==> config.mk <==
export PLATFORM = sky130hd
export DESIGN_NAME = mic_sample_fifo_flat
export DESIGN_NICKNAME = d
export VERILOG_FILES = /design/src/rtl/mic_sample_fifo_if.sv /design/src/rtl/mic_sample_fifo.sv /design/src/flat_wrapper.sv
export SDC_FILE = /design/constraint.sdc
export NUM_CORES = 1
export LEC_CHECK = 0
export CORE_MARGIN = 2
export CORE_UTILIZATION = 40
export CTS_BUF_LIST = sky130_fd_sc_hd__clkbuf_8
export CTS_CLUSTER_DIAMETER = 200
export DETAILED_ROUTE_END_ITERATION = 8
export GPL_ROUTABILITY_DRIVEN = 0
export PLACE_DENSITY_LB_ADDON = 0.2
export SYNTH_ARGS = -nofsm -noshare
export SYNTH_HDL_FRONTEND = slang
export SYNTH_SLANG_ARGS = --single-unit
==> constraint.sdc <==
create_clock -name sysclk -period 3.2 [get_ports sysclk]
set_input_delay 0.8 -clock sysclk [delete_from_list [all_inputs] [get_ports sysclk]]
set_output_delay 0.8 -clock sysclk [all_outputs]
set_load 0.02 [all_outputs]
==> src/rtl/mic_sample_fifo_if.sv <==
// Bus between the microphone sample FIFO, the SPI reader and the sample consumer.
// The master drives the control, frame and pop inputs; the slave is the FIFO.
interface mic_sample_fifo_if #(
  parameter int DEPTH = 16
);
  localparam int AW = $clog2(DEPTH);

  logic          enable;
  logic          clear;
  logic          sample;
  logic          cs_b;
  logic [15:0]   spi_data;
  logic          rd_en;
  logic [15:0]   rd_data;
  logic          rd_valid;
  logic          full;
  logic          empty;
  logic [AW:0]   count;
  logic          overflow;
  logic          missed_sample;

  modport master (
    output enable, clear, cs_b, spi_data, rd_en,
    input  sample, rd_data, rd_valid, full, empty, count, overflow, missed_sample
  );

  modport slave (
    input  enable, clear, cs_b, spi_data, rd_en,
    output sample, rd_data, rd_valid, full, empty, count, overflow, missed_sample
  );
endinterface

==> src/rtl/mic_sample_fifo.sv <==
// Sample-strobe generator and FWFT circular FIFO sitting behind the SPI microphone reader.
// Frames are captured on the cs_b rising edge; overflow and missed-sample flags are sticky.
module mic_sample_fifo #(
  parameter int DEPTH      = 16,
  parameter int SAMPLE_DIV = 64
) (
  input logic              sysclk,
  input logic              PRESETn,
  mic_sample_fifo_if.slave bus
);
  localparam int             AW       = $clog2(DEPTH);
  localparam int             DW       = $clog2(SAMPLE_DIV);
  localparam logic [DW-1:0]  DIV_LAST = DW'(SAMPLE_DIV - 1);
  localparam logic [AW:0]    CNT_FULL = (AW+1)'(DEPTH);

  logic [DW-1:0] r_div_cnt;
  logic          r_sample;
  logic          r_cs_b_q;
  logic          r_overflow;
  logic          r_missed;
  logic [AW-1:0] r_wptr;
  logic [AW-1:0] r_rptr;
  logic [AW:0]   r_count;
  logic [15:0]   r_mem [DEPTH];

  logic w_tick;
  logic w_wr_req;
  logic w_full;
  logic w_empty;
  logic w_wr_ok;
  logic w_rd_ok;

  assign w_tick   = bus.enable && (r_div_cnt == DIV_LAST);
  assign w_wr_req = bus.cs_b && !r_cs_b_q;
  assign w_full   = (r_count == CNT_FULL);
  assign w_empty  = (r_count == '0);
  // A pop in the same cycle frees the slot, so a full FIFO still accepts the word.
  assign w_wr_ok  = w_wr_req && (!w_full || bus.rd_en);
  assign w_rd_ok  = bus.rd_en && !w_empty;

  always_ff @(posedge sysclk or negedge PRESETn) begin
    if (!PRESETn) begin
      r_div_cnt <= '0;
      r_sample  <= 1'b0;
      r_cs_b_q  <= 1'b1;
    end else begin
      if (!bus.enable || w_tick) r_div_cnt <= '0;
      else                       r_div_cnt <= r_div_cnt + DW'(1);
      r_sample <= w_tick && bus.cs_b;
      r_cs_b_q <= bus.cs_b;
    end
  end

  always_ff @(posedge sysclk or negedge PRESETn) begin
    if (!PRESETn) begin
      r_wptr     <= '0;
      r_rptr     <= '0;
      r_count    <= '0;
      r_overflow <= 1'b0;
      r_missed   <= 1'b0;
    end else if (bus.clear) begin
      r_wptr     <= '0;
      r_rptr     <= '0;
      r_count    <= '0;
      r_overflow <= 1'b0;
      r_missed   <= 1'b0;
    end else begin
      if (w_wr_ok) r_wptr <= r_wptr + AW'(1);
      if (w_rd_ok) r_rptr <= r_rptr + AW'(1);
      case ({w_wr_ok, w_rd_ok})
        2'b10:   r_count <= r_count + (AW+1)'(1);
        2'b01:   r_count <= r_count - (AW+1)'(1);
        default: r_count <= r_count;
      endcase
      if (w_wr_req && !w_wr_ok)    r_overflow <= 1'b1;
      if (w_tick && !bus.cs_b)     r_missed   <= 1'b1;
    end
  end

  always_ff @(posedge sysclk) begin
    if (w_wr_ok && !bus.clear) r_mem[r_wptr] <= bus.spi_data;
  end

  assign bus.sample        = r_sample;
  assign bus.rd_data       = r_mem[r_rptr];
  assign bus.rd_valid      = !w_empty;
  assign bus.full          = w_full;
  assign bus.empty         = w_empty;
  assign bus.count         = r_count;
  assign bus.overflow      = r_overflow;
  assign bus.missed_sample = r_missed;
endmodule

==> src/flat_wrapper.sv <==
// flat-port wrapper written by rule: the top's interface ports become plain ports
module mic_sample_fifo_flat 
#(
  parameter int DEPTH      = 16,
  parameter int SAMPLE_DIV = 64
)
  (sysclk, PRESETn, bus_enable, bus_clear, bus_cs_b, bus_spi_data, bus_rd_en, bus_sample, bus_rd_data, bus_rd_valid, bus_full, bus_empty, bus_count, bus_overflow, bus_missed_sample);
  mic_sample_fifo_if #(.DEPTH(DEPTH)) bus_i ();
  input logic sysclk;
  input logic PRESETn;
  input wire logic [$bits(bus_i.enable)-1:0] bus_enable;
  input wire logic [$bits(bus_i.clear)-1:0] bus_clear;
  input wire logic [$bits(bus_i.cs_b)-1:0] bus_cs_b;
  input wire logic [$bits(bus_i.spi_data)-1:0] bus_spi_data;
  input wire logic [$bits(bus_i.rd_en)-1:0] bus_rd_en;
  output wire logic [$bits(bus_i.sample)-1:0] bus_sample;
  output wire logic [$bits(bus_i.rd_data)-1:0] bus_rd_data;
  output wire logic [$bits(bus_i.rd_valid)-1:0] bus_rd_valid;
  output wire logic [$bits(bus_i.full)-1:0] bus_full;
  output wire logic [$bits(bus_i.empty)-1:0] bus_empty;
  output wire logic [$bits(bus_i.count)-1:0] bus_count;
  output wire logic [$bits(bus_i.overflow)-1:0] bus_overflow;
  output wire logic [$bits(bus_i.missed_sample)-1:0] bus_missed_sample;
  assign bus_i.enable = bus_enable;
  assign bus_i.clear = bus_clear;
  assign bus_i.cs_b = bus_cs_b;
  assign bus_i.spi_data = bus_spi_data;
  assign bus_i.rd_en = bus_rd_en;
  assign bus_sample = bus_i.sample;
  assign bus_rd_data = bus_i.rd_data;
  assign bus_rd_valid = bus_i.rd_valid;
  assign bus_full = bus_i.full;
  assign bus_empty = bus_i.empty;
  assign bus_count = bus_i.count;
  assign bus_overflow = bus_i.overflow;
  assign bus_missed_sample = bus_i.missed_sample;
  mic_sample_fifo #(.DEPTH(DEPTH), .SAMPLE_DIV(SAMPLE_DIV)) u_core (.sysclk(sysclk), .PRESETn(PRESETn), .bus(bus_i));
endmodule
After elaboration in Yosys (flattened, before gate mapping)

Memory sizes are Yosys's and may differ from the RTL's.
Cells that the tools add are included.
Widths: inputs -> output; s select.

Register bits: 23
Latch bits: 0
RAM bits: 256
ROM bits: 0
Word-level logic and storage cells: 54
Memories kept: 1

Memories:

| memory       | depth | width | rd ports | clocked after Yosys merged registers in | write ports | line                  | source |
|---|---|---|---|---|---|---|---|
| u_core.r_mem | 16    | 16    | 1        | 0                                       | 1           | mic_sample_fifo.sv:24 | `logic [15:0] r_mem [DEPTH];` |

Add/subtract/negate cells: 5
Multiply operators: 0
Divide/modulo/power cells: 0
$lt $le $gt $ge: 0
Eq/ne operators: 4
Shift operators: 0
Muxes and demuxes: 13
Bitwise operators: 0
Reduce and logical (&&, ||, !) cells: 23

Operators with widths:

| kind                | number |
|---|---|
| $mux 4              | 4 |
| $pmux 5 s2          | 1 |
| $add 4x1->4 const B | 2 |
| $logic_and 1x1->1   | 8 |
| $reduce_bool 2->1   | 4 |
| $logic_not 1->1     | 7 |
| $add 6x1->6 const B | 1 |
| $eq 6x6->1 const B  | 1 |
| $mux 1              | 6 |
| $mux 6              | 1 |
| $add 5x1->5 const B | 1 |
| $eq 5x5->1 const B  | 1 |
| $logic_not 5->1     | 1 |
| $mux 5              | 1 |
| $sub 5x1->5 const B | 1 |
| $reduce_bool 3->1   | 1 |
| $eq 2x1->1 const B  | 1 |
| $eq 2x2->1 const B  | 1 |
| $logic_or 1x1->1    | 2 |

Logic depth before layout (Yosys ltp)

Gate-level depths: netlist of the first run.

Depth after elaboration: 8
Mapped depth: 9
Depth with buffers taken out: 8

Worst setup path after synthesis of the first run

OpenSTA, ideal clock, no wires.

Path kind: input to register
Start point: input port bus_cs_b
End point: register u_core.r_count[4], in the netlist u_core.bus.count[4]
Setup time: 144 ps
Arrival: 2624 ps
Data required time: 3056 ps
Path slack: 433 ps
Stages on the path: 8
Buffers on the path: 0
Path through: and2b_1 > a211oi_2 > inv_1 > fa_1 > nand2b_1 > a21o_1 > a311oi_1 > o2111ai_1

Word-level cells in the longest chain between the ends: 5
Elaborated cells between the ends (all ways): 7

Ends and longest elaborated chain:

| what                                     | line                  | source |
|---|---|---|
| start: declaration                       | flat_wrapper.sv:13    | `input wire logic [$bits(bus_i.cs_b)-1:0] bus_cs_b;` |
| $logic_and 1x1->1 *                      | mic_sample_fifo.sv:34 | `assign w_wr_req = bus.cs_b && !r_cs_b_q;` |
| $logic_and 1x1->1 *                      | mic_sample_fifo.sv:38 | `assign w_wr_ok = w_wr_req && (!w_full \|\| bus.rd_en);` |
| $eq 2x1->1 or $eq 2x2->1 (tied branches) | mic_sample_fifo.sv:70 | `case ({w_wr_ok, w_rd_ok})` |
| $pmux 5 s2                               | mic_sample_fifo.sv:70 |  |
| $mux 5                                   | mic_sample_fifo.sv:61 | `end else if (bus.clear) begin` |
| end signal: assignment                   | mic_sample_fifo.sv:71 | `2'b10: r_count <= r_count + (AW+1)'(1);` |
| end signal: assignment                   | mic_sample_fifo.sv:72 | `2'b01: r_count <= r_count - (AW+1)'(1);` |
| end signal: assignment                   | mic_sample_fifo.sv:73 | `default: r_count <= r_count;` |
| end: declaration                         | mic_sample_fifo.sv:23 | `logic [AW:0] r_count;` |

Mark *: on every way between the ends. The rest lies on a longest branch, timed or not.
A chain may end at the register's enable or synchronous reset.

Worst setup path in the final report of the first run

Start point: register u_core.r_rptr[0]
End point: output port bus_rd_data[5]

Word-level cells in the longest chain between the ends: 1

Ends and longest elaborated chain:

| what                     | line                  | source |
|---|---|---|
| start: declaration       | mic_sample_fifo.sv:22 | `logic [AW-1:0] r_rptr;` |
| start signal: assignment | mic_sample_fifo.sv:69 | `if (w_rd_ok) r_rptr <= r_rptr + AW'(1);` |
| $mem_v2 16x16            | -                     |  |
| end: declaration         | flat_wrapper.sv:17    | `output wire logic [$bits(bus_i.rd_data)-1:0] bus_rd_data;` |

Every way passes these cells.

==> impl_metrics.tcl, run 1 <==
set metrics [dict create \
    status "completed" \
    fin_cells 1057 \
    placementRows 60 \
    period_share 0.983 \
    swShare 0.273 \
    synth_edf_count 256 \
    clockRootBuffer "clkbuf_8" \
    portBuffers 48 \
    syn_inst 548 \
    synth-adder-area-share 0.0121 \
    die_w_um 170 \
    critPathCapture "bus_rd_data[5]" \
    async_reset_ff_frac 0.0824 \
    max_slew.worst_pin.slew_ps 797 \
    dp.cells 962 \
    antenna_found_initial 0 \
    synth_top_area_frac 0.699 \
    ys_ff_latch 279 \
    cts_tree "done" \
    avgSynthCellArea_um2 20.1 \
    cts_sinks 279 \
    synthSimpleGateAreaFrac 0.0398 \
    synth_compound_area_frac 0.0373 \
    synthTopCellsByCount "edfxtp_1 (256), mux4_2 (64), nor2_1 (38), a22oi_1 (32), nand2_1 (26)" \
    synth.area.mux_share 0.138 \
    numCtsBuffers 45 \
    top_layer_used "met4" \
    synth_top_family_by_area "multiplexers" \
    tns_ps 0 \
    drive_above_1_share 0.348 \
    crit_type "flip-flop to primary output" \
    max_cap_viol_count 0 \
    synthToLayoutAreaGrowth_pct 21.9 \
    track_usage 0.183 \
    place_area_mm2 0.0123 \
    overflow 0 \
    wl_met3_um 1320 \
    synth.distinct_cells 45 \
    antenna_cells 0 \
    seqPwrFrac 0.455 \
    worst_r2r_path_depth 9 \
    end_kind "primary output" \
    wirelength_um 25400 \
    h-tree-depth 2 \
    yosysSeqAreaShare 0.751 \
    ir_worst_vdd_mv 0.409 \
    drtIter0Drc 495 \
    hp-class "flip-flop to flip-flop" \
    yosys-top-cells-area "edfxtp_1 (70%), mux4_2 (13%), dfrtp_1 (5.0%)" \
    crit_arrival_ps 2340 \
    preCtsSetupSlack_ps 72.7 \
    viasPerCell 5.44 \
    start_kind "flip-flop" \
    switching_power_w 0.00249 \
    design.core.area_mm2 0.0270 \
    wl_met1_um 10500 \
    finalMaxSlewViolations 0 \
    ff2ff_setup_slack_ps 630 \
    combPwrFrac 0.243 \
    finalNetCount 714 \
    clkTransAtPathRegs_ps 60 \
    r2r_start "u_core.bus.count[1]" \
    synth_ff_type "edfxtp_1" \
    grt_pass1_wl_um 38300 \
    fin_worst_skew_ps 20.2 \
    wl_met2_um 13000 \
    synth_xor_area_frac 0.00796 \
    finalHoldViolCount 0 \
    clkLatencyLatePin_ps 540 \
    grt_max_degree 36 \
    synth_top_area_cell "edfxtp_1" \
    max-clock-path-buffers 3 \
    yosys_warnings 0 \
    crit_start "u_core.r_rptr[0]" \
    rsz0062_at_grt "yes" \
    critical_path.max_fanout 8 \
    setup_ws_ps 55.1 \
    fin_crit_ps 3140 \
    drc 0 \
    hpwl_um 14700 \
    synth_most_common_cell "edfxtp_1" \
    fp.dieH_um 170 \
    max_freq_mhz 318 \
    internal_power_w 0.00663 \
    required_ps 2400 \
    routedWlPerCell_um 24.0 \
    num_vias 5753 \
    syn-cell-area_mm2 0.0110 \
    p_leak_nw 4.53 \
    die-area_mm2 0.0288 \
    max_slew_margin 0.467 \
    synth_fp_nets 580 \
    power_density_mw_per_mm2 680 \
    start_util 0.408 \
    finalSetupViolations 0 \
    rr_endpoint "u_core.bus.count[4]" \
    pwr-share-clk 0.303 \
    ant_nets 0 \
    ios 49 \
    drt-pass1-iter-count 7 \
    stdcell_area_mm2 0.0134 \
    grt_pass1_vias 6230 \
]
layer usage:
| layer | track usage | vias up |
|---|---|---|
| met2 | 0.318 | 199 |
| met4 | 0.0531 | 0 |
| met1 | 0.236 | 3004 |
| met5 | 0 | - |
| met3 | 0.0344 | 47 |
| li1 | - | 2503 |
metrics by stage:
step / power (W) / hold WS, ps / utilization
finish: 0.00912 / 466 / 0.497
global route: 0.00953 / 484 / 0.497
detailed placement: 0.00615 / 459 / 0.456
CTS: 0.00924 / 469 / 0.496
global placement: 0.00612 / 446 / 0.456
floorplan: 0.00545 / 433 / -
flip-flops by register name (all words and copies together) (netlist names):
name and count:
u_core.r_cs_b_q 1, u_core.bus.missed_sample 1, u_core.r_div_cnt 6, u_core.bus.count 5
u_core.bus.sample 1, u_core.bus.overflow 1, u_core.r_wptr 4, u_core.r_rptr 4
u_core.r_mem 256
logic make-up (layout without fill, tap and decap cells):
kind of cell             Yosys count  in the layout
XOR/XNOR                          10             10
AND/OR/NAND/NOR                   92             92
AO/OA/AOI/OAI                     50             50
adder cells (fa/ha/maj)           10             10
multiplexers                      71             71
flip-flops                       279            279
buffers and inverters             36            204
critical path, cell delays in order (launching register included):
cell and delay (ps):
dfrtp_4 580, buf_12 180, buf_4 120, mux4_2 490
a22oi_2 150, nand2_1 100, buf_2 170
power by group through the flow:
stage / combinational (W) / sequential (W) / clock (W)
after floorplan: 0.00127 / 0.00419 / 0
after global placement: 0.00192 / 0.00419 / 0
after detailed placement: 0.00195 / 0.00420 / 0
after CTS: 0.00226 / 0.00414 / 0.00283
after global routing: 0.00238 / 0.00415 / 0.00300
final: 0.00222 / 0.00415 / 0.00276
worst min-delay path by stage:
| stage | start | endpoint | slack [ps] | depth (start not counted) |
|---|---|---|---|---|
| after floorplan | u_core.r_div_cnt[0] | u_core.r_div_cnt[0] | 430 | 1 |
| after global placement | u_core.r_div_cnt[0] | u_core.r_div_cnt[0] | 450 | 1 |
| after detailed placement | u_core.r_div_cnt[0] | u_core.r_div_cnt[0] | 460 | 1 |
| after CTS | u_core.r_div_cnt[0] | u_core.r_div_cnt[0] | 470 | 1 |
| after global routing | u_core.r_div_cnt[0] | u_core.r_div_cnt[0] | 480 | 1 |
| final | u_core.r_div_cnt[0] | u_core.r_div_cnt[0] | 470 | 1 |
cell usage in the layout, fill, tap and decap left out, drive strengths merged, types with 2 or more instances in the layout:
cell type	n
edfxtp	256
mux2i	3
xor2	7
a211oi	2
clkbuf	47
a31oi	4
a21oi	2
nand2b	4
and3	6
ha	9
a2111oi	2
clkdlybuf4s50	32
nor2	38
nand3	4
nor2b	4
xnor2	3
mux2	4
a22oi	32
dfrtp	22
a311oi	2
nand2	26
inv	28
clkinv	18
and2	3
mux4	64
buf	78
timing repair:
| item | in CTS | in global routing |
|---|---|---|
| pin swaps | 1 | 10 |
| endpoints found under the hold margin | 0 | 0 |
| hold buffers | 0 | 0 |
| endpoints found under the setup margin | 17 | 16 |
| resized for setup | 72 | 34 |
| gates cloned | 5 | 1 |
| buffers inserted | 9 | 3 |
final cells by class:
type                       count  area, um2
fill                        2146      13500
sequential                   279       8270
multi-input combinational    233       2750
timing repair buffer         111       1110
clock buffer                  46        633
tap                          341        427
clock inverter                35        171
inverter                      12       45.0
Note: power is estimated with default switching activity, not from simulation.
==> inputs of run 2 (changes only) <==
--- a/config.mk
+++ b/config.mk
@@ -5,10 +5,13 @@
 export SDC_FILE = /design/constraint.sdc
 export NUM_CORES = 1
 export LEC_CHECK = 0
+export ABC_AREA = 1
+export CORE_ASPECT_RATIO = 0.6
 export CORE_MARGIN = 2
 export CORE_UTILIZATION = 40
 export CTS_BUF_LIST = sky130_fd_sc_hd__clkbuf_8
 export CTS_CLUSTER_DIAMETER = 200
+export CTS_CLUSTER_SIZE = 10
 export DETAILED_ROUTE_END_ITERATION = 8
 export GPL_ROUTABILITY_DRIVEN = 0
 export PLACE_DENSITY_LB_ADDON = 0.2
==> run 2 against run 1 <==
Flip-flop and latch count unchanged. Fmax up 1.6%. Critical path depth up 1. Worst hold slack worse by 3.4 ps. Sequential power down 1%. Synthesized cell count up 67%. Clock skew down 9.2 ps. Register-to-register slack better by 460 ps. Synthesized area up 3.8%. Non-clock buffer count up 1. First-iteration DRC count up 39%. Critical endpoint is now bus_rd_data[3].
==> impl_metrics.tcl, run 2 <==
set metrics [dict create \
    pwr-share-clk 0.257 \
    ios 49 \
    drive_above_1_share 0.134 \
    cts_tree "done" \
    synth_top_area_cell "edfxtp_1" \
    antenna_found_initial 0 \
    tns_ps 0 \
    cts_sinks 279 \
    syn-cell-area_mm2 0.0114 \
    clkLatencyLatePin_ps 590 \
    synth.distinct_cells 32 \
    dp.cells 1332 \
    async_reset_ff_frac 0.0824 \
    yosys-top-cells-area "edfxtp_1 (67%), nor2_1 (6.2%), o21ai_0 (5.8%)" \
    swShare 0.309 \
    fin_worst_skew_ps 11.0 \
    track_usage 0.200 \
    fp.dieH_um 135 \
    seqPwrFrac 0.492 \
    start_kind "flip-flop" \
    clockRootBuffer "clkbuf_8" \
    grt_pass1_wl_um 44900 \
    busiest_layer "met1" \
    synth_most_common_cell "edfxtp_1" \
    slowest_delay_ps 530 \
    fin_cells 1402 \
    regArea_mm2 0.00827 \
    combPwrFrac 0.251 \
    drtIter0Drc 690 \
    period_share 0.967 \
    crit_start "u_core.r_rptr[0]" \
    ys_ff_latch 279 \
    drc 0 \
    power_density_mw_per_mm2 619 \
    met2_usage 0.293 \
    numCtsBuffers 31 \
    max_slew.worst_pin.slew_ps 669 \
    end_kind "primary output" \
    synthTopCellsByCount "edfxtp_1 (256), nor2_1 (190), o21ai_0 (133), o211ai_1 (64), nand2_1 (51)" \
    ir_worst_vdd_mv 0.283 \
    layout_commonest_cell "edfxtp_1" \
    required_ps 2400 \
    clkTransAtPathRegs_ps 80 \
    wirelength_um 29800 \
    crit_arrival_ps 2290 \
    die-area_mm2 0.0300 \
    syn_inst 916 \
    yosysSeqAreaShare 0.724 \
    num_vias 7544 \
    hpwl_um 16600 \
    max_slew_margin 0.552 \
    use_met1 0.313 \
    nFillCells 2506 \
    min-delay-start "u_core.r_div_cnt[0]" \
    die_w_um 222 \
    grt_pass1_vias 7160 \
    switching_power_w 0.00257 \
    crit_type "flip-flop to primary output" \
    hp-class "flip-flop to flip-flop" \
    placementRows 47 \
    synth_fp_nets 948 \
    finalHoldViolCount 0 \
    multi_input_area_mm2 0.00279 \
    grt_max_degree 67 \
    internal_power_w 0.00575 \
    path_cells "buf_12 -> bufbuf_16 -> o21ai_0 -> o211ai_1 -> nand3_1 -> nand2_1 -> clkdlybuf4s15_2" \
    synth_ff_type "edfxtp_1" \
    ant_nets 0 \
    synth_edf_count 256 \
    crit_slowest_cell "dfrtp_4" \
    largest_reg_flops 256 \
    gr-usage-met3 0.0359 \
    synthToLayoutAreaGrowth_pct 17.7 \
    rsz0062_at_grt "no" \
    max-clock-path-buffers 3 \
    hold_buffers 0 \
    finalNetCount 1043 \
    max_freq_mhz 323 \
    antenna_cells 0 \
    top_register "u_core.r_mem" \
    portBuffers 48 \
    p_leak_nw 4.70 \
    finalSetupViolations 0 \
    design.core.area_mm2 0.0278 \
    start_util 0.411 \
    synth_top_area_frac 0.673 \
    max_cap_viol_count 0 \
    final_cell_mix "edfxtp_1 (256), nor2_1 (186), o21ai_0 (129)" \
    r2r_start "u_core.bus.count[1]" \
    routedWlPerCell_um 21.3 \
    overflow 0 \
    fin_crit_ps 3090 \
    yosys_warnings 0 \
    status "completed" \
    h-tree-depth 1 \
    viasPerCell 5.38 \
    avgSynthCellArea_um2 12.5 \
    drt-pass1-iter-count 5 \
    critical_path.max_fanout 13 \
    finalMaxSlewViolations 0 \
]
[run 2: repair_timing]
item                                    CTS  global route
cloned                                    6             3
gates resized for setup                  66            15
setup buffers                             4             0
pin swaps                                 1             2
endpoints found under the setup margin   16            12
[run 2: cell families (layout without fill, tap and decap cells)]
family                   count (synthesis)  in the layout  synth area share
AND/OR/NAND/NOR                        314            314             0.114
flip-flops                             279            279             0.724
AO/OA/AOI/OAI                          218            218             0.110
buffers and inverters                   92            211            0.0384
adder cells (fa/ha/maj)                 10             10            0.0116
XOR/XNOR                                 3              3           0.00230
[run 2: metal layers]
layer / part of all wire / wire length (um)
met1: 0.49 / 14500
met2: 0.42 / 12600
met3: 0.072 / 2140
met4: 0.020 / 583
met5: 0 / 0
[run 2: stage by stage]
stage	total power, W	hold WS [ps]	instance area [um2]	util	setup slack (ps)
2_1_floorplan	0.00535	433	11400	-	150
5_1_grt	0.00876	509	13400	0.483	1.91
4_1_cts	0.00837	465	13400	0.481	5.57
6_report	0.00832	463	13400	0.483	106
3_5_place_dp	0.00605	453	12700	0.455	174
3_3_place_gp	0.00604	455	12700	0.455	188
[run 2: worst paths after layout]
kind | cells past startpoint | slack, ps | end
worst min-delay path | 1 | 460 | u_core.r_div_cnt[0]
worst min register to register | 1 | 460 | u_core.r_div_cnt[0]
min in group asynchronous | 2 | 560 | u_core.bus.count[3]
worst max-delay path | 7 | 110 | bus_rd_data[3]
worst max register to register | 13 | 1090 | u_core.bus.count[4]
max in group asynchronous | 2 | 2330 | u_core.r_cs_b_q
[run 2: area by class of cell]
| class | count | area share |
|---|---|---|
| inverters | 40 | 0.0131 |
| repair inverters | 2 | 0.00130 |
| flip-flops and latches | 279 | 0.616 |
| clock buffers | 31 | 0.0318 |
| multi-input cells | 545 | 0.208 |
| well taps | 367 | 0.0342 |
| clock inverters | 26 | 0.00726 |
| repair buffers | 112 | 0.0891 |
[run 2: power by group through the flow]
stage	Combinational [W]	Sequential [W]	Clock, W
finish	0.00209	0.00409	0.00214
global route	0.00230	0.00410	0.00236
CTS	0.00206	0.00409	0.00222
detailed placement	0.00188	0.00418	0
global placement	0.00187	0.00417	0
floorplan	0.00117	0.00418	0
[run 2: worst max-delay path, delay by kind of cell (launching register included)]
kind,cells,cell delay [ps]
flops,1,530
buf+inv,3,680
simple gates,2,190
compound gates,2,300
==> inputs of run 3 (changes only) <==
--- a/config.mk
+++ b/config.mk
@@ -8,7 +8,7 @@
 export ABC_AREA = 1
 export CORE_ASPECT_RATIO = 0.6
 export CORE_MARGIN = 2
-export CORE_UTILIZATION = 40
+export CORE_UTILIZATION = 33
 export CTS_BUF_LIST = sky130_fd_sc_hd__clkbuf_8
 export CTS_CLUSTER_DIAMETER = 200
 export CTS_CLUSTER_SIZE = 10
==> constraint.sdc (replaced) <==
create_clock -name sysclk -period 3.2 [get_ports sysclk]
set_input_delay 0.48 -clock sysclk [delete_from_list [all_inputs] [get_ports sysclk]]
set_output_delay 0.48 -clock sysclk [all_outputs]
set_load 0.02 [all_outputs]
==> run 3 against run 2 <==
Critical path depth is the same. Non-clock buffer count shrank 14. Final cell count grew 5.5%. Via count shrank 1.1%. Critical endpoint is now bus_rd_data[13]. Largest cell class unchanged. Largest power group unchanged.
==> impl_metrics.tcl, run 3 (synthesis gave the netlist of run 2 again) <==
set metrics [dict create \
    status "completed" \
    cts_tree "done" \
    clkLatencyLatePin_ps 630 \
    num_vias 7458 \
    start_kind "flip-flop" \
    die-area_mm2 0.0362 \
    placementRows 52 \
    hp-class "input port to async pin" \
    ff2ff_setup_slack_ps 1040 \
    max_slew.worst_pin.slew_ps 657 \
    final_cell_mix "edfxtp_1 (256), nor2_1 (186), o21ai_0 (132)" \
    top_register "u_core.r_mem" \
    grt_pass1_vias 7141 \
    crit_type "flip-flop to primary output" \
    clkTransAtPathRegs_ps 80 \
    portBuffers 48 \
    clockRootBuffer "clkbuf_8" \
    drtIter0Drc 686 \
    track_usage 0.169 \
    worst_r2r_path_depth 13 \
    nFillCells 3198 \
    max_cap_viol_count 0 \
    crit_start "u_core.r_rptr[0]" \
    ir_worst_vdd_mv 0.320 \
    fin_worst_skew_ps 27.8 \
    drt-pass1-iter-count 4 \
    critPathCapture "bus_rd_data[13]" \
    fp.dieH_um 148 \
    slowest_delay_ps 520 \
    power_density_mw_per_mm2 617 \
    end_kind "primary output" \
    overflow 0 \
    rsz0062_at_grt "no" \
    r2r_start "u_core.bus.count[1]" \
    numCtsBuffers 31 \
    crit_slowest_cell "dfrtp_4" \
    finalMaxSlewViolations 0 \
    cts_sinks 279 \
    drc 0 \
    finalNetCount 1027 \
    postLayoutCoreUtil 0.393 \
    max-clock-path-buffers 3 \
    antenna_cells 0 \
    finalSetupViolations 0 \
    wirelength_um 31000 \
    ant_nets 0 \
    start_util 0.337 \
    finalPower_w 0.00822 \
    layout_commonest_cell "edfxtp_1" \
    hold_buffers 0 \
    drive_above_1_share 0.106 \
    largest_reg_flops 256 \
    viasPerCell 5.04 \
    grt_max_degree 54 \
    h-tree-depth 1 \
    required_ps 2720 \
    crit_arrival_ps 2550 \
    hpwl_um 17200 \
    design.core.area_mm2 0.0339 \
    routedWlPerCell_um 21.0 \
    max_freq_mhz 330 \
    synthToLayoutAreaGrowth_pct 16.7 \
    finalHoldViolCount 0 \
    period_share 0.947 \
    ios 49 \
    fin_crit_ps 3030 \
    rr_endpoint "u_core.bus.count[4]" \
    die_w_um 244 \
    grt_pass1_wl_um 45900 \
    critical_path.max_fanout 34 \
    p_leak_nw 4.60 \
    antenna_found_initial 1 \
    max_slew_margin 0.561 \
    path_cells "inv_4 -> bufbuf_16 -> nor2_1 -> o211ai_1 -> nand3_1 -> nand2_1 -> dlygate4sd2_1" \
]
## run 3: per-layer routing
layer	vias to the layer above	track usage	routed length [um]
li1	3474	-	-
met1	3706	0.272	15800
met2	235	0.231	12700
met3	41	0.0354	2110
met4	2	0.0375	478
met5	-	0	8
## run 3: how the worst min path moves through the flow
stage | from | endpoint | slack [ps] | cells after the start
after CTS | PRESETn | u_core.r_rptr[3] | 180 | 2
after detailed placement | u_core.r_div_cnt[0] | u_core.r_div_cnt[0] | 460 | 1
after global placement | u_core.r_div_cnt[0] | u_core.r_div_cnt[0] | 450 | 1
after global routing | PRESETn | u_core.bus.count[0] | 240 | 2
after floorplan | PRESETn | u_core.bus.count[0] | 180 | 0
final | PRESETn | u_core.r_rptr[3] | 220 | 2
## run 3: area by class of cell
type	count	area [um2]	share of cell area
Multi-Input combinational cell	545	2790	0.209
Tap cell	459	574	0.0431
Sequential cell	279	8270	0.621
Timing Repair Buffer	98	1010	0.0757
Inverter	40	153	0.0115
Clock inverter	27	105	0.00789
Clock buffer	31	427	0.0320
## run 3: worst max-delay path, delay by kind of cell, from the launching register on
kind,cells,cell delay (ps)
buffers and inverters,3,920
flip-flops,1,520
AND/OR/NAND/NOR,3,320
AO/OA/AOI/OAI,1,160
## run 3: what timing repair did
item,4_1_cts,5_1_grt
gates resized for setup,21,4
cloned,1,2
endpoints found under the setup margin,16,2
hold endpoints to repair,0,0
setup buffers,0,1
## run 3: stage by stage
stage / setup TNS [ps] / area [um2] / setup WS, ps / hold WS, ps / instances
after global routing: 0 / 13300 / 21.4 / 236 / 1479
after CTS: -76.0 / 13300 / -76.0 / 184 / 1476
after detailed placement: 0 / 12700 / 520 / 455 / 1417
after global placement: 0 / 12700 / 526 / 451 / 1417
after floorplan: 0 / 11400 / 470 / 184 / 916
final: 0 / 13300 / 170 / 217 / 1479
## run 3: where the power goes
part           internal (W)  leakage, nW  switching, W
registers           0.00404         2.61     0.0000648
clock network      0.000899        0.362       0.00128
logic              0.000712         1.63       0.00122
